==> config.mk <==
export PLATFORM = sky130hd
export DESIGN_NAME = mem_bus_if
export DESIGN_NICKNAME = d
export VERILOG_FILES = /design/src/rtl/mem_bus_if.sv
export SDC_FILE = /design/constraint.sdc
export NUM_CORES = 1
export LEC_CHECK = 0
export ABC_AREA = 1
export CORE_MARGIN = 2
export CORE_UTILIZATION = 25
export CTS_CLUSTER_SIZE = 14
export DETAILED_ROUTE_END_ITERATION = 12
export HOLD_SLACK_MARGIN = 0.03
export PLACE_DENSITY = 0.55
export SYNTH_ARGS = -nofsm -noshare
export SYNTH_HDL_FRONTEND = slang
export SYNTH_SLANG_ARGS = --single-unit
==> constraint.sdc <==
create_clock -name clk -period 1.23 [get_ports clk]
set_input_delay 0.1845 -clock clk [delete_from_list [all_inputs] [get_ports clk]]
set_output_delay 0.1845 -clock clk [all_outputs]
set_load 0.1 [all_outputs]
==> src/rtl/mem_bus_if.sv <==
// ---------------------------------------------------------------------------
// mem_bus_if
// Bus interface between one pipeline stage (fetch or load/store) and its two
// memory targets. An access whose index field equals SPM_IDX goes straight to
// the scratchpad with no stall. Any other access runs a request/grant/ready
// handshake with the bus arbiter and holds busy until it completes.
//
// Optional feature: define MEM_BUS_IF_TIMEOUT_EN to add a bus timeout counter
// and the sticky err output.
//
// Ports
//   clk, reset_          clock, asynchronous active-low reset
//   stall, flush         pipeline control
//   busy                 access in progress (requester holds its request)
//   addr/as_/rw/wr_data  requester address, strobe (low), dir (1=rd), data
//   rd_data              read data returned to the requester
//   spm_*                scratchpad port (addr, strobe, dir, data in/out)
//   bus_*                system bus port (req/grant/ready, addr, strobe, data)
//   err                  sticky timeout flag (only with MEM_BUS_IF_TIMEOUT_EN)
// ---------------------------------------------------------------------------
module mem_bus_if #(
    parameter int unsigned ADDR_W      = 30,
    parameter int unsigned DATA_W      = 32,
    parameter int unsigned SPM_ADDR_W  = 12,
    parameter int unsigned IDX_W       = 3,
    parameter int unsigned SPM_IDX     = 3,
    parameter int unsigned TIMEOUT_CYC = 255
) (
    input  logic              clk,
    input  logic              reset_,
    input  logic              stall,
    input  logic              flush,
    output logic              busy,
    input  logic [ADDR_W-1:0] addr,
    input  logic              as_,
    input  logic              rw,
    input  logic [DATA_W-1:0] wr_data,
    output logic [DATA_W-1:0] rd_data,
    input  logic [DATA_W-1:0] spm_rd_data,
    output logic [SPM_ADDR_W-1:0] spm_addr,
    output logic              spm_as_,
    output logic              spm_rw,
    output logic [DATA_W-1:0] spm_wr_data,
    input  logic [DATA_W-1:0] bus_rd_data,
    input  logic              bus_rdy_,
    input  logic              bus_grnt_,
    output logic              bus_req_,
    output logic [ADDR_W-1:0] bus_addr,
    output logic              bus_as_,
    output logic              bus_rw,
    output logic [DATA_W-1:0] bus_wr_data
`ifdef MEM_BUS_IF_TIMEOUT_EN
    ,
    output logic              err
`endif
);

    localparam int unsigned CNT_W = 8;

    // The timeout counter is 8 bits wide, so the limit must fit in it.
    if (TIMEOUT_CYC == 0 || TIMEOUT_CYC > 255) begin : g_tmo_range
        $error("mem_bus_if: TIMEOUT_CYC must be in 1..255");
    end

    typedef enum logic [1:0] {
        ST_IDLE   = 2'd0,
        ST_REQ    = 2'd1,
        ST_ACCESS = 2'd2,
        ST_STALL  = 2'd3
    } state_t;

    state_t            r_state, w_state_nxt;
    logic              r_bus_req_, w_bus_req_nxt;
    logic              r_bus_as_, w_bus_as_nxt;
    logic              r_bus_rw, w_bus_rw_nxt;
    logic [ADDR_W-1:0] r_bus_addr, w_bus_addr_nxt;
    logic [DATA_W-1:0] r_bus_wr_data, w_bus_wr_data_nxt;
    logic [DATA_W-1:0] r_rd_buf, w_rd_buf_nxt;
    logic              w_spm_hit;
    logic              w_start;
    logic [DATA_W-1:0] w_bus_rd_ret;

`ifdef MEM_BUS_IF_TIMEOUT_EN
    localparam logic [CNT_W-1:0] TMO_LIM = CNT_W'(TIMEOUT_CYC);
    logic [CNT_W-1:0] r_cnt, w_cnt_nxt;
    logic             r_err, w_err_nxt;
    assign err = r_err;
`endif

    // Scratchpad port is a straight pass-through apart from the strobe.
    assign spm_addr    = addr[SPM_ADDR_W-1:0];
    assign spm_rw      = rw;
    assign spm_wr_data = wr_data;

    assign bus_req_    = r_bus_req_;
    assign bus_as_     = r_bus_as_;
    assign bus_rw      = r_bus_rw;
    assign bus_addr    = r_bus_addr;
    assign bus_wr_data = r_bus_wr_data;

    assign w_spm_hit = (addr[ADDR_W-1 -: IDX_W] == IDX_W'(SPM_IDX));
    assign w_start   = (r_state == ST_IDLE) && !as_ && !flush && !w_spm_hit;

    // Writes return nothing, so the returned/buffered word is zero for them.
    assign w_bus_rd_ret = r_bus_rw ? bus_rd_data : '0;

    // Next-state, next-register and combinational output logic.
    always_comb begin
        w_state_nxt       = r_state;
        w_bus_req_nxt     = r_bus_req_;
        w_bus_as_nxt      = r_bus_as_;
        w_bus_rw_nxt      = r_bus_rw;
        w_bus_addr_nxt    = r_bus_addr;
        w_bus_wr_data_nxt = r_bus_wr_data;
        w_rd_buf_nxt      = r_rd_buf;
        busy              = 1'b0;
        rd_data           = '0;
        spm_as_           = 1'b1;
`ifdef MEM_BUS_IF_TIMEOUT_EN
        w_cnt_nxt         = r_cnt;
        w_err_nxt         = r_err;
`endif
        case (r_state)
            ST_IDLE: begin
                rd_data = spm_rd_data;
                if (w_start) begin
                    busy              = 1'b1;
                    rd_data           = '0;
                    w_state_nxt       = ST_REQ;
                    w_bus_req_nxt     = 1'b0;
                    w_bus_addr_nxt    = addr;
                    w_bus_rw_nxt      = rw;
                    w_bus_wr_data_nxt = wr_data;
`ifdef MEM_BUS_IF_TIMEOUT_EN
                    w_cnt_nxt         = '0;
`endif
                end else if (!as_ && !flush && !stall && w_spm_hit) begin
                    spm_as_ = 1'b0;
                end
            end
            ST_REQ: begin
                busy = 1'b1;
                if (!bus_grnt_) begin
                    w_bus_as_nxt = 1'b0;
                    w_state_nxt  = ST_ACCESS;
                end
            end
            ST_ACCESS: begin
                busy         = 1'b1;
                w_bus_as_nxt = 1'b1;
                if (!bus_rdy_) begin
                    busy          = 1'b0;
                    rd_data       = w_bus_rd_ret;
                    w_rd_buf_nxt  = w_bus_rd_ret;
                    w_bus_req_nxt = 1'b1;
                    w_state_nxt   = stall ? ST_STALL : ST_IDLE;
                end
            end
            ST_STALL: begin
                rd_data = r_rd_buf;
                if (!stall) begin
                    w_state_nxt = ST_IDLE;
                end
            end
            default: begin
                w_state_nxt = ST_IDLE;
            end
        endcase
`ifdef MEM_BUS_IF_TIMEOUT_EN
        // Timeout overrides whatever the bus is doing in that cycle.
        if (r_state == ST_REQ || r_state == ST_ACCESS) begin
            w_cnt_nxt = r_cnt + CNT_W'(1);
            if (r_cnt == TMO_LIM) begin
                busy          = 1'b0;
                rd_data       = DATA_W'(32'hDEAD_BEEF);
                w_bus_req_nxt = 1'b1;
                w_bus_as_nxt  = 1'b1;
                w_err_nxt     = 1'b1;
                w_state_nxt   = ST_IDLE;
            end
        end
`endif
    end

    // State and bus-side registers.
    always_ff @(posedge clk or negedge reset_) begin
        if (!reset_) begin
            r_state       <= ST_IDLE;
            r_bus_req_    <= 1'b1;
            r_bus_as_     <= 1'b1;
            r_bus_rw      <= 1'b1;
            r_bus_addr    <= '0;
            r_bus_wr_data <= '0;
            r_rd_buf      <= '0;
`ifdef MEM_BUS_IF_TIMEOUT_EN
            r_cnt         <= '0;
            r_err         <= 1'b0;
`endif
        end else begin
            r_state       <= w_state_nxt;
            r_bus_req_    <= w_bus_req_nxt;
            r_bus_as_     <= w_bus_as_nxt;
            r_bus_rw      <= w_bus_rw_nxt;
            r_bus_addr    <= w_bus_addr_nxt;
            r_bus_wr_data <= w_bus_wr_data_nxt;
            r_rd_buf      <= w_rd_buf_nxt;
`ifdef MEM_BUS_IF_TIMEOUT_EN
            r_cnt         <= w_cnt_nxt;
            r_err         <= w_err_nxt;
`endif
        end
    end

endmodule

* Yosys cells after proc, flatten, opt, wreduce, memory -nomap -nowiden *
Cells that the tools add are included.

cells by class
  equal/unequal tests = 8
  muxes and demuxes = 21
  bitwise operators = 1
  reduce and logical (&&, ||, !) cells = 18

operator list
  kind                                           count
  2-to-1 mux 32 bit                              3
  case mux 32 bit (3 select lines)               1
  2-to-1 mux 2 bit                               5
  2-to-1 mux 1 bit                               8
  != test 2 bit, second input constant           4
  case mux 2 bit (4 select lines)                1
  logical AND 1 bit                              6
  AND reduction 2 bit                            3
  == test 2 bit, second input constant           2
  zero test 1 bit                                4
  case mux 1 bit (2 select lines)                2
  AND reduction 4 bit                            1
  nonzero test 2 bit                             2
  == test 3 x 2 -> 1 bit, second input constant  1
  case mux 1 bit (3 select lines)                1
  AND reduction 3 bit                            1
  == test 2 x 1 -> 1 bit, second input constant  1
  zero test 2 bit                                1
  inverter 1 bit                                 1

word-level totals
  register bits = 99
  input port bits = 134
  output and inout bits = 144
  word-level logic and storage cells = 55

* Logic depth before layout (Yosys ltp) *
Gate-level depths: netlist of run 1.

  depth in word-level cells = 7
  mapped depth = 8
  gate-level depth less buffers = 7

* Least setup slack after synthesis of run 1 *
OpenSTA, ideal clock, no wires.

  path type = register to output
  start = reg r_bus_rw, in the netlist bus_rw
  end = out rd_data[10]
  arrival time = 2.111 ns
  data required time = 1.046 ns
  path slack = -1.066 ns
  cell stages (with the launch flop) = 6
  buffers on the path = 1
  cell sequence = dfstp_2 -> inv_1 -> nor2_8 -> buf_4 -> a21oi_1 -> nand2_1

between the ends
  cells in the longest elaborated chain, start to end = 3

RTL lines
  what                              line  text
  from (decl)                       75    logic r_bus_rw, w_bus_rw_nxt;
  from (signal assigned)            203   r_bus_rw <= w_bus_rw_nxt;
  2-to-1 mux 32 bit                 105   assign w_bus_rd_ret = r_bus_rw ? bus_rd_data : '0;
  2-to-1 mux 32 bit                 151   if (!bus_rdy_) begin
  case mux 32 bit (3 select lines)  123   case (r_state)
  to (decl)                         38    output logic [DATA_W-1:0] rd_data,

No other way between the ends.

* Final worst setup path of run 1 *
  start = reg r_state[1]
  end = out rd_data[15]

between the ends
  cells in the longest elaborated chain, start to end = 6
  elaborated cells on any way between the ends = 8
  those cells by class = 2 x eq/ne; 2 x mux; 4 x reduce/logical

RTL lines
  what                                line      text
  from (decl)                         72        state_t r_state, w_state_nxt;
  from (signal assigned)              200       r_state <= w_state_nxt;
  zero test 2 bit                     102, 123
  logical AND 1 bit (3 in a row)      102       assign w_start = (r_state == ST_IDLE) && !as_ && !flush && !w_spm_hit;
  2-to-1 mux 32 bit                   126       if (w_start) begin
  case mux 32 bit (3 select lines) *  123

Every way passes the cells marked *; elsewhere a longest branch is shown, timed or not.

==> summary.txt, run 1 <==
STA
  – Worst-margin pin slew: 0.374 ns
  – Setup_tns: -66.51 ns
  – Tmin final: 1.99 ns
  – Fmax: 502 MHz
  – Setup slack after layout: -0.761 ns
  – Final setup skew: 0.00892 ns
  – RSZ-0062 raised after global routing: yes
  – Slew HR: 75.1%
  – Crit share post-route: 162%
  – Max Slew Vio Count: 0
  – Final Hold Viols: 0
  – Final setup vio count: 135

Worst setup path
  – Slowest stage delay, CP: 0.41 ns
  – Reg-to-reg endpoint: bus_wr_data[14]
  – CP Class: reg -> out
  – R2r setup slk: -0.61 ns
  – Worst path slowest cell: dfrtp_2
  – R2R cell count: 12
  – Critical Path Sink Type: output port
  – CP Data Required Time: between 1 and 1.5 ns
  – Critical Path AT: 1.81 ns
  – Startpoint Class: flip-flop
  – Crit-path cells: inv_2, nor2_4, nand2_4, nor2_8, buf_12, buf_8, a21oi_1, nand2_4, buf_12
  – Crit Path Max Fanout: 6
  – Reg2Reg Launch Point: r_state[0]

Floorplan
  – Width of the die: 143 µm
  – # IOs: 278
  – Core footprint: around 19000 µm²
  – Die ar.: 20400 µm²
  – Initial Util: 25.6%
  – Die Y: 143 µm
  – Floorplan row count: 50

Logic synthesis
  – Yosys warnings: 0
  – Post-Syn Area: ~4800 µm²
  – Synth top area cells: dfrtp_1 (50%), nand2_1 (23%), buf_4 (7.9%), a21oi_1 (3.4%), nor2_1 (3.3%)
  – Yosys top cell by area: dfrtp_1
  – Register area share after synthesis: 51.5%
  – Post-synth top area share: 49.8%
  – Post-synth net total: 764
  – #FFs+latches synth: 99
  – Synth cell types: 20
  – Cell count after synthesis: between 600 and 700
  – Syn_area_per_cell: 7.65 µm²

Placed design
  – Place WS: -0.672 ns
  – Routability congestion estimate: 0.789
  – # port buffers: 277
  – Post-DP HPWL: 12.5 mm

Global routing
  – GR Overflow Total: 0
  – Initial antenna violation count: 1
  – GRT Overall Usage: 17.9%
  – Largest net degree at the start of global routing: 64
  – First-pass GRT wire length: around 28 mm
  – Vias in the first global route: 5069

Layout
  – Nets@finish: 1074
  – Final Core Density: 62.6%
  – Area Growth Syn to Fin: 144%
  – Layout cells sized above 1: 51.2%
  – Inserted Diodes: 0

Detailed routing
  – Number of remaining DRC errors: 0
  – Via-to-Cell Ratio: 4.28
  – Routed WL: 19.5 mm
  – Post-detailed-route wirelength per cell: around 16 µm
  – Initial DRC Count: 188
  – DR pass1 iterations: 4
  – Vias after detailed routing: roughly 5200
  – Post-route ant nets: 0

Run
  – Maxcap violations: 0

Clock tree
  – Num Clock Sinks: 99
  – H-tree Lvls: 3
  – TritonCTS clock tree: yes
  – Clock Root Buffer: clkbuf_16
  – Skew-Pair Late Insertion Delay: 0.34 ns
  – Clock buffer depth: 2
  – Clock-pin slew on the worst setup and hold paths: 0.07 ns
  – Total CTS buffers: 9

Run status
  – Status: finished, violations left
  – Failing checks: negative setup slack

Min path
  – Hold Path Class: in -> async
-- final cells by class --
class	count	area, µm²
Clock inverter	3	47.5
Fill cell	1470	7050
Multi-Input combinational cell	412	2760
Inverter	46	190
Clock buffer	12	256
Tap cell	260	325
Sequential cell	99	2490
Timing Repair Buffer	372	5710
-- layer usage --
| metal | vias up | routed length (µm) | global-route usage, % |
|---|---|---|---|
| met3 | 16 | 959 | 3.29 |
| met4 | 0 | 277 | 4.85 |
| met2 | 160 | 10800 | 32.1 |
| met5 | - | 0 | 0 |
| li1 | 2514 | - | - |
| met1 | 2466 | 7410 | 22.0 |
-- kinds of logic after synthesis --
kind of cell,after synthesis,synth area share (%)
AO/OA/AOI/OAI,69,7.29
buffers and inverters,119,13.8
flip-flops,99,51.5
AND/OR/NAND/NOR,343,27.5
-- worst max-delay path, delay by kind of cell (launching register included) --
| family | cells | cell delay, ns |
|---|---|---|
| buffers and inverters | 4 | 0.52 |
| DFF | 1 | 0.41 |
| and+or+nand+nor | 4 | 0.27 |
| AOI/OAI and AO/OA | 1 | 0.25 |
-- cells in the mapped netlist, drive strengths merged --
cell type and n:
nand3 6, dfstp 3, inv 46, buf 73, nor2 46, o21ai 33, o22ai 1, o21a 1
o21bai 1, a21oi 33, nand2 291, dfrtp 96
-- through the flow --
step | cells | hold slack (ns) | instance area (µm²)
floorplan | 630 | -0.111 | 5200
global placement | 1141 | 0.174 | 9700
detailed placement | 1141 | 0.176 | 9700
CTS | 1191 | 0.367 | 10900
global route | 1204 | 0.374 | 11800
finish | 1204 | 0.360 | 11800
-- placed cells by master (no fill, tap or decap), drive strengths merged --
master,instances
dlygate4sd3,1
dfrtp,96
dfstp,3
o21ai,33
bufinv,1
nand3,6
clkbuf,21
inv,45
buf,229
nand2,291
a21oi,33
o22ai,1
nor2,46
o21a,1
bufbuf,1
o21bai,1
clkinv,3
clkdlybuf4s50,132
-- worst max-delay path by stage --
| stage | startpoint | to | slack [ns] | depth (start not counted) |
|---|---|---|---|---|
| 6_report | r_state[1] | rd_data[15] | -0.76 | 9 |
| 5_1_grt | r_state[1] | rd_data[20] | -0.84 | 9 |
| 4_1_cts | bus_rw | rd_data[8] | -0.81 | 7 |
| 3_5_place_dp | addr[28] | rd_data[31] | -0.67 | 9 |
| 3_3_place_gp | addr[28] | rd_data[26] | -0.64 | 9 |
| 2_1_floorplan | bus_rw | rd_data[12] | -0.44 | 5 |
-- what timing repair did --
action	in CTS	in global routing
gates resized for setup	95	212
cloned	17	11
hold endpoints to repair	96	0
hold buffers	1	0
endpoints found under the setup margin	131	136
buffers inserted	17	18
pin swaps	14	36
-- sequential cells by signal, summed over array words and instances (netlist names) --
signal,flops
bus_wr_data,32
bus_rw,1
bus_req_,1
bus_addr,30
r_state,2
bus_as_,1
r_rd_buf,32
Power of run 1 is not shown: default switching activity piles up to over one toggle a cycle in this logic, so the estimate is an artifact.
==> run 2: changes to the inputs <==
--- a/config.mk
+++ b/config.mk
@@ -8,10 +8,11 @@
 export ABC_AREA = 1
 export CORE_MARGIN = 2
 export CORE_UTILIZATION = 25
-export CTS_CLUSTER_SIZE = 14
+export CTS_CLUSTER_SIZE = 16
 export DETAILED_ROUTE_END_ITERATION = 12
 export HOLD_SLACK_MARGIN = 0.03
 export PLACE_DENSITY = 0.55
 export SYNTH_ARGS = -nofsm -noshare
 export SYNTH_HDL_FRONTEND = slang
 export SYNTH_SLANG_ARGS = --single-unit
+export TNS_END_PERCENT = 30
==> summary.txt, run 2 (synthesis results as in run 1) <==
Floorplan
  – Core footprint: 18800 µm² (unchanged)
  – Die ar.: 20400 µm² (unchanged)
  – Width of the die: 143 µm (unchanged)
  – # IOs: 278 (unchanged)
  – Floorplan row count: 50 (unchanged)
  – Die Y: 143 µm (unchanged)
  – Initial Util: 25.6% (unchanged)

Detailed routing
  – Vias after detailed routing: 4959 (-3.8%)
  – Initial DRC Count: 142 (-24%)
  – Number of remaining DRC errors: 0 (unchanged)
  – Routed WL: 18.0 mm (-7.5%)
  – DR pass1 iterations: 4 (unchanged)
  – Post-route ant nets: 0 (unchanged)
  – Post-detailed-route wirelength per cell: 15.3 µm (-5.2%)
  – Via-to-Cell Ratio: 4.22 (-1.4%)

Layout
  – Most frequent cells in the layout: nand2_1 (223), buf_12 (157), clkdlybuf4s50_1 (132), dfrtp_1 (95), nand2_4 (43)
  – Nets@finish: 1045 (-2.7%)
  – Layout cells sized above 1: 36.7% (-14 points)
  – Most common cell after layout, fill and taps aside: nand2_1
  – Area Growth Syn to Fin: 122%
  – Fin cells: 1175 (-2.4%)
  – Inserted Diodes: 0 (unchanged)

STA
  – Setup_tns: -44.56 ns (+21.95 ns)
  – Fmax: 497 MHz (-1.1%)
  – Final Hold Viols: 0 (unchanged)
  – Final setup vio count: 135 (unchanged)
  – RSZ-0062 raised after global routing: yes
  – Tmin final: 2.01 ns (+0.0217 ns)
  – Worst-margin pin slew: 0.265 ns (-0.109 ns)
  – Crit share post-route: 164% (+1.8 points)
  – Setup slack after layout: -0.783 ns (-0.0217 ns)
  – Slew HR: 82.3% (+7.2 points)
  – Max Slew Vio Count: 0 (unchanged)
  – Final setup skew: 0.0118 ns (+0.00287 ns)

Run
  – Maxcap violations: 0 (unchanged)

Placed design
  – Post-DP HPWL: 12.8 mm (+2.5%)
  – Routability congestion estimate: 0.752 (-4.7%)
  – Placed cells: 1143 (+0.18%)
  – # port buffers: 277 (unchanged)

Worst setup path
  – CP Class: reg -> out
  – Slowest stage delay, CP: 0.64 ns (+0.23 ns)
  – Top cell family by delay on the critical path: flip-flops
  – Critical path's most frequent cell: buf_12
  – Critical Path AT: 1.83 ns (+0.02 ns)
  – Crit Path Max Fanout: 8 (+2)
  – Count of buffer and inverter cells on the critical path: 4 (unchanged)
  – Crit-path cells: inv_6, nor2_8, buf_12, buf_6, a21oi_4, nand2_4, buf_12
  – Critical Path Sink Type: output port
  – CP Data Required Time: 1.05 ns (about the same)
  – Startpoint Class: flip-flop
  – Worst path slowest cell: dfstp_4

Global routing
  – Vias in the first global route: 5015 (-1.1%)
  – Largest net degree at the start of global routing: 37 (-42%)
  – First-pass GRT wire length: 28.2 mm (+0.61%)
  – GR Overflow Total: 0 (unchanged)
  – Initial antenna violation count: 0 (-1)
  – GRT Overall Usage: 17.9% (+0.040 points)

Clock tree
  – Skew-Pair Late Insertion Delay: 0.35 ns (about the same)
  – Clock Root Buffer: clkbuf_16
  – Clock-pin slew on the worst setup and hold paths: 0.07 ns (about the same)
  – H-tree Lvls: 3 (unchanged)
  – TritonCTS clock tree: yes
  – Num Clock Sinks: 99 (unchanged)
  – Clock buffer depth: 2 (unchanged)
  – Total CTS buffers: 9 (unchanged)

Run status
  – Failing checks: negative setup slack
  – Status: finished, violations left

Min path
  – Hold Path Class: in -> async
run 2: changes by cell type in the layout (fill, tap and decap cells not counted), sizes merged:
cell | previous run | this run
buf | 229 | 207
clkinvlp | 0 | 2
inv | 45 | 47
clkbuf | 21 | 11
clkinv | 3 | 1
bufinv | 1 | 2
run 2: cell type report:
type                       count  area, µm²
clock buffer                   9        225
clock inverter                 6       88.8
fill                        1609       8110
inverter                      46        185
multi-input combinational    412       2300
sequential                    99       2490
tap                          260        325
timing repair buffer         343       5100
run 2: worst reg2reg max path, stage by stage (launching register included):
cell	delay (ns)
dfstp_4	0.64
inv_6	0.04
nor2_8	0.22
buf_12	0.15
buf_16	0.12
buf_8	0.12
buf_6	0.10
nand2_2	0.04
o21ai_1	0.07
run 2: final timing paths:
check,from,end,slack (ns),cells after the start
setup / recovery,bus_rw,rd_data[11],-0.78,7
hold reg to reg,r_rd_buf[14],r_rd_buf[14],0.52,2
min in group clk,addr[16],bus_addr[16],0.38,3
hold / removal,reset_,bus_wr_data[6],0.25,2
setup reg to reg,bus_rw,r_rd_buf[22],-0.37,8
max in group asynchronous,reset_,bus_addr[7],0.46,3
run 2: what timing repair did:
action,4_1_cts,5_1_grt
hold buffers,1,0
gates resized for setup,72,47
hold endpoints to repair,87,0
cloned,8,2
setup buffers,11,5
pin swaps,4,0
endpoints found under the setup margin,135,135
run 2: stage by stage:
step	hold slack (ns)	area, µm²	worst slack (ns)	utilization, %
6_report	0.249	10700	-0.783	56.9
5_1_grt	0.254	10700	-0.854	56.9
4_1_cts	0.250	10600	-0.800	56.0
3_5_place_dp	0.0630	9650	-0.667	51.2
3_3_place_gp	0.0666	9650	-0.641	51.2
2_1_floorplan	-0.111	5160	-0.443	-
run 2: metal layers:
layer / global-route usage (%) / wire length (µm) / vias up
met4: 5.73 / 392 / 0
li1: - / - / 2439
met5: 0 / 0 / -
met3: 3.59 / 1030 / 27
met2: 31.8 / 9430 / 161
met1: 21.8 / 7160 / 2332
Power of run 2 is left out for the same reason.
